<file path="config.mk">
export PLATFORM = sky130hd
export DESIGN_NAME = rr_prio_arb
export DESIGN_NICKNAME = d
export VERILOG_FILES = /design/src/rtl/rr_prio_arb.sv
export SDC_FILE = /design/constraint.sdc
export NUM_CORES = 1
export LEC_CHECK = 0
export CORE_AREA = 2 2 39 41
export CTS_BUF_LIST = sky130_fd_sc_hd__clkbuf_16
export DETAILED_ROUTE_END_ITERATION = 10
export DIE_AREA = 0 0 41 43
export PLACE_DENSITY = 0.69
export SLEW_MARGIN = 20
export SYNTH_ARGS = -nofsm -noshare
export SYNTH_HDL_FRONTEND = slang
export SYNTH_SLANG_ARGS = --single-unit
</file>
<file path="constraint.sdc">
create_clock -name clk -period 1.5 [get_ports clk]
set_input_delay 0.225 -clock clk [delete_from_list [all_inputs] [get_ports clk]]
set_output_delay 0.225 -clock clk [all_outputs]
set_load 0.01 [all_outputs]
</file>
<file path="src/rtl/rr_prio_arb.sv">
// Request arbiter with fixed-priority or round-robin selection, optional
// forced release after MAX_HOLD cycles, and a registered one-hot grant.
module rr_prio_arb #(
  parameter int N        = 4,
  parameter int MODE     = 0,
  parameter int MAX_HOLD = 0,
  localparam int IW      = (N > 1) ? $clog2(N) : 1
) (
  input  logic          clk,
  input  logic          reset,
  input  logic [N-1:0]  req,
  input  logic          done,
  output logic [N-1:0]  gnt,
  output logic [IW-1:0] gnt_id,
  output logic          valid
);

  typedef enum logic {IDLE, GRANT} state_t;

  state_t        state, state_nxt;
  logic [N-1:0]  gnt_nxt;
  logic [IW-1:0] id_nxt, ptr, ptr_nxt, pick_id, sidx;
  logic          valid_nxt, found, hold_to, release_now;
  logic [7:0]    hold, hold_nxt;

  // Winner selection: highest set index, or first set bit walking down from ptr.
  always_comb begin
    pick_id = '0;
    found   = 1'b0;
    sidx    = '0;
    if (MODE == 0) begin
      for (int i = 0; i < N; i++)
        if (req[i]) pick_id = IW'(i);
    end else begin
      for (int k = 0; k < N; k++) begin
        sidx = (ptr >= IW'(k)) ? ptr - IW'(k) : ptr + IW'(N - k);
        if (!found && req[sidx]) begin
          pick_id = sidx;
          found   = 1'b1;
        end
      end
    end
  end

  assign hold_to     = (MAX_HOLD != 0) && (hold == 8'(MAX_HOLD - 1));
  assign release_now = (state == GRANT) && (done || !req[gnt_id] || hold_to);

  always_comb begin
    state_nxt = state;
    gnt_nxt   = gnt;
    id_nxt    = gnt_id;
    valid_nxt = valid;
    hold_nxt  = hold;
    ptr_nxt   = ptr;
    case (state)
      IDLE: begin
        if (|req) begin
          state_nxt = GRANT;
          gnt_nxt   = {{(N-1){1'b0}}, 1'b1} << pick_id;
          id_nxt    = pick_id;
          valid_nxt = 1'b1;
          hold_nxt  = '0;
        end
      end
      GRANT: begin
        if (release_now) begin
          state_nxt = IDLE;
          gnt_nxt   = '0;
          id_nxt    = '0;
          valid_nxt = 1'b0;
          hold_nxt  = '0;
          // Next search starts just below the requester that was served.
          if (MODE == 1)
            ptr_nxt = (gnt_id == '0) ? IW'(N - 1) : gnt_id - 1'b1;
        end else begin
          hold_nxt = hold + 8'd1;
        end
      end
      default: state_nxt = IDLE;
    endcase
  end

  always_ff @(posedge clk or posedge reset) begin
    if (reset) begin
      state  <= IDLE;
      gnt    <= '0;
      gnt_id <= '0;
      valid  <= 1'b0;
      hold   <= '0;
      ptr    <= IW'(N - 1);
    end else begin
      state  <= state_nxt;
      gnt    <= gnt_nxt;
      gnt_id <= id_nxt;
      valid  <= valid_nxt;
      hold   <= hold_nxt;
      ptr    <= ptr_nxt;
    end
  end

endmodule

</file>
==> key figures <==
Synthesis
  – Yosys reg bits: 8
  – Sequential cell area fraction in the yosys report: 0.479
  – Yosys top cell area share: 0.479
  – Mapped Cells: 46
  – Cell variety after synth: 22
  – Mapped cell area: 418 um^2
  – Syn nets: 53
  – Yosys top cell by area: dfrtp_1
  – Synth area leaders: dfrtp_1, nand2_1, mux2i_1, o21ai_1, inv_1
  – Synthesized area per cell: 9.08 um^2
  – Syn. warnings: 0

STA
  – Tightest Pin Transition: 0.328 ns
  – Final min period: 1.38 ns
  – Hold Fails Final Rpt: 0
  – Worst Skew: 0.00392 ns
  – TNS Setup: 0 ns
  – Fmax: 724 MHz
  – Final setup viols: 0
  – Final WS setup: 0.119 ns
  – RSZ-0062 raised after global routing: no
  – Final hold slack: 0.257 ns
  – Fin crit share: 0.921
  – Worst slew margin relative to its limit: 0.781
  – Final Max Tran Viols: 0

GRT
  – Grt ovf: 0
  – Largest net degree at the start of global routing: 10
  – Initial antenna violation count: 0
  – First-pass GRT wire length: 1550 um
  – Vias in the first global route: 368
  – Gr usage total: 0.136

Critical path
  – Reg2reg setup slack: 0.17 ns
  – Critical path cell sequence: clkdlybuf4s50_1
  – Worst Path Arrival: 1.16 ns
  – Worst path required time: 1.27 ns
  – Crit Path Max Fanout: 4
  – Reg2Reg Depth: 4
  – Worst Setup Start Kind: flop
  – Cell family with most CP delay: buffers and inverters
  – Critical Path Sink Type: output pin
  – Cell depth of the worst setup path: 1
  – WP buf/inv: 1
  – Largest stage delay on the critical path: 0.55 ns
  – Kind of critical path: flop to output pin
  – Worst path slowest cell: clkdlybuf4s50_1

Clock tree
  – Worst-Skew Late Latency: 0.23 ns
  – Root buffer cell: clkbuf_16
  – Clk slew on worst S/H paths: 0.04 ns
  – CTS tree: yes
  – TritonCTS Buffers: 3
  – Hold_buf cts: 0
  – Sink Count: 8
  – Clock Tree Buf Depth: 2
  – Max H-tree Level: 1

Route
  – Iteration count of the initial detailed-routing pass: 4
  – DRC: 0
  – Routed vias: 392
  – Post-route ant nets: 0
  – Routed wire length per instance: 13.2 um
  – Routed wire length: 1040 um
  – Via/cell ratio: 4.96
  – DR iter-0 viols: 3

Layout
  – Layout Cells excl Fill: 79
  – Util after Layout: 0.475
  – Share of cells above drive strength 1: 0.127
  – Nets: 72
  – Post-route cell area: 657 um^2
  – Diodes inserted: 0
  – Synthesis-to-finish area growth: 57.2%

Pwr
  – Peak supply drop: 0.713 mV
  – Static Leak: 0.302 nW
  – PwrDens: 1830 mW/mm^2
  – Total Power: 1.20 mW

Placement
  – Setup WS pre-CTS: -0.00881 ns
  – Placement Cell Area: 579 um^2
  – Post-placement cell count: 76
  – Gp weighted congestion: 0.717
  – Port Buffers: 13

Die
  – I/O pin count: 14
  – Die W: 41 um
  – Die height: 43 um
  – Initial Util: 0.302
  – # rows: 14
  – Die footprint: 0.00176 mm^2
  – Core area: 0.00138 mm^2

Worst hold path
  – Hold WC Path Type: input port to async pin

Status
  – Outcome: finished, final reports clean

Job
  – Max cap viols: 0
[cell type report]
class / count / area (um^2)
clock buffers: 3 / 75.1
fillers: 136 / 727
inverters: 4 / 15.0
multi-input cells: 31 / 184
flip-flops and latches: 8 / 200
well taps: 16 / 20.0
repair buffers: 17 / 163
[placed cells by master, fill, tap and decap left out]
master,count
nor3_1,1
nand2_1,8
o22ai_2,1
dlymetal6s2s_1,1
o21bai_1,1
nor4_1,2
nand2b_1,1
o22ai_1,1
mux2i_1,2
nand3b_1,1
clkdlybuf4s50_1,12
a31oi_1,1
dfrtp_1,8
inv_1,4
clkbuf_16,3
nor2_1,1
o21ai_1,3
o21ai_0,2
a211oi_1,1
o211ai_1,1
or3b_1,1
a21oi_1,2
o31ai_1,1
buf_4,4
[cell usage after synthesis (all sizes together)]
cell type,n
nor2,1
nand2b,1
o21bai,1
clkbuf,2
o21ai,5
nor3,1
buf,1
a31oi,1
a211oi,1
nand3b,1
a21oi,2
mux2i,2
nor4,2
o211ai,1
o31ai,1
dfrtp,8
inv,4
nand2,8
o22ai,2
or3b,1
[power by group]
part	internal [mW]	total [mW]	switching (mW)
clock	0.343	0.444	0.101
sequential	0.293	0.360	0.0668
combinational	0.213	0.397	0.183
[path summary, 6_finish.rpt]
kind | from | to
max | gnt_id[1] | gnt_id[1]
min | reset | gnt[0]
max reg2reg | gnt_id[1] | gnt[2]
min reg2reg | gnt[0] | gnt[0]
max in group asynchronous | reset | gnt_id[1]
min in group clk | gnt[0] | gnt[0]
[flip-flops by register name, summed over array words and instances (netlist names)]
register  flops
gnt_id        2
valid         1
state         1
gnt           4
[cell families (layout without fill, tap and decap cells)]
kind of cell | count (synthesis) | in the layout | share of synthesized area
and+or+nand+nor | 15 | 15 | 0.177
buffers and inverters | 7 | 24 | 0.0808
DFF | 8 | 8 | 0.479
AOI/OAI and AO/OA | 14 | 14 | 0.216
muxes | 2 | 2 | 0.0479
[routing by layer]
| metal | vias up | global-route usage | wire, um |
|---|---|---|---|
| li1 | 196 | - | - |
| met1 | 180 | 0.143 | 435 |
| met2 | 14 | 0.219 | 530 |
| met3 | 2 | 0.0471 | 56 |
| met4 | 0 | 0.0800 | 19 |
| met5 | - | 0 | 0 |
[repair_timing]
action / CTS / global route
endpoints found under the setup margin: 0 / 1
gates resized for setup: 0 / 1
setup buffers: 0 / 0
(Power assumes the default switching activity.)
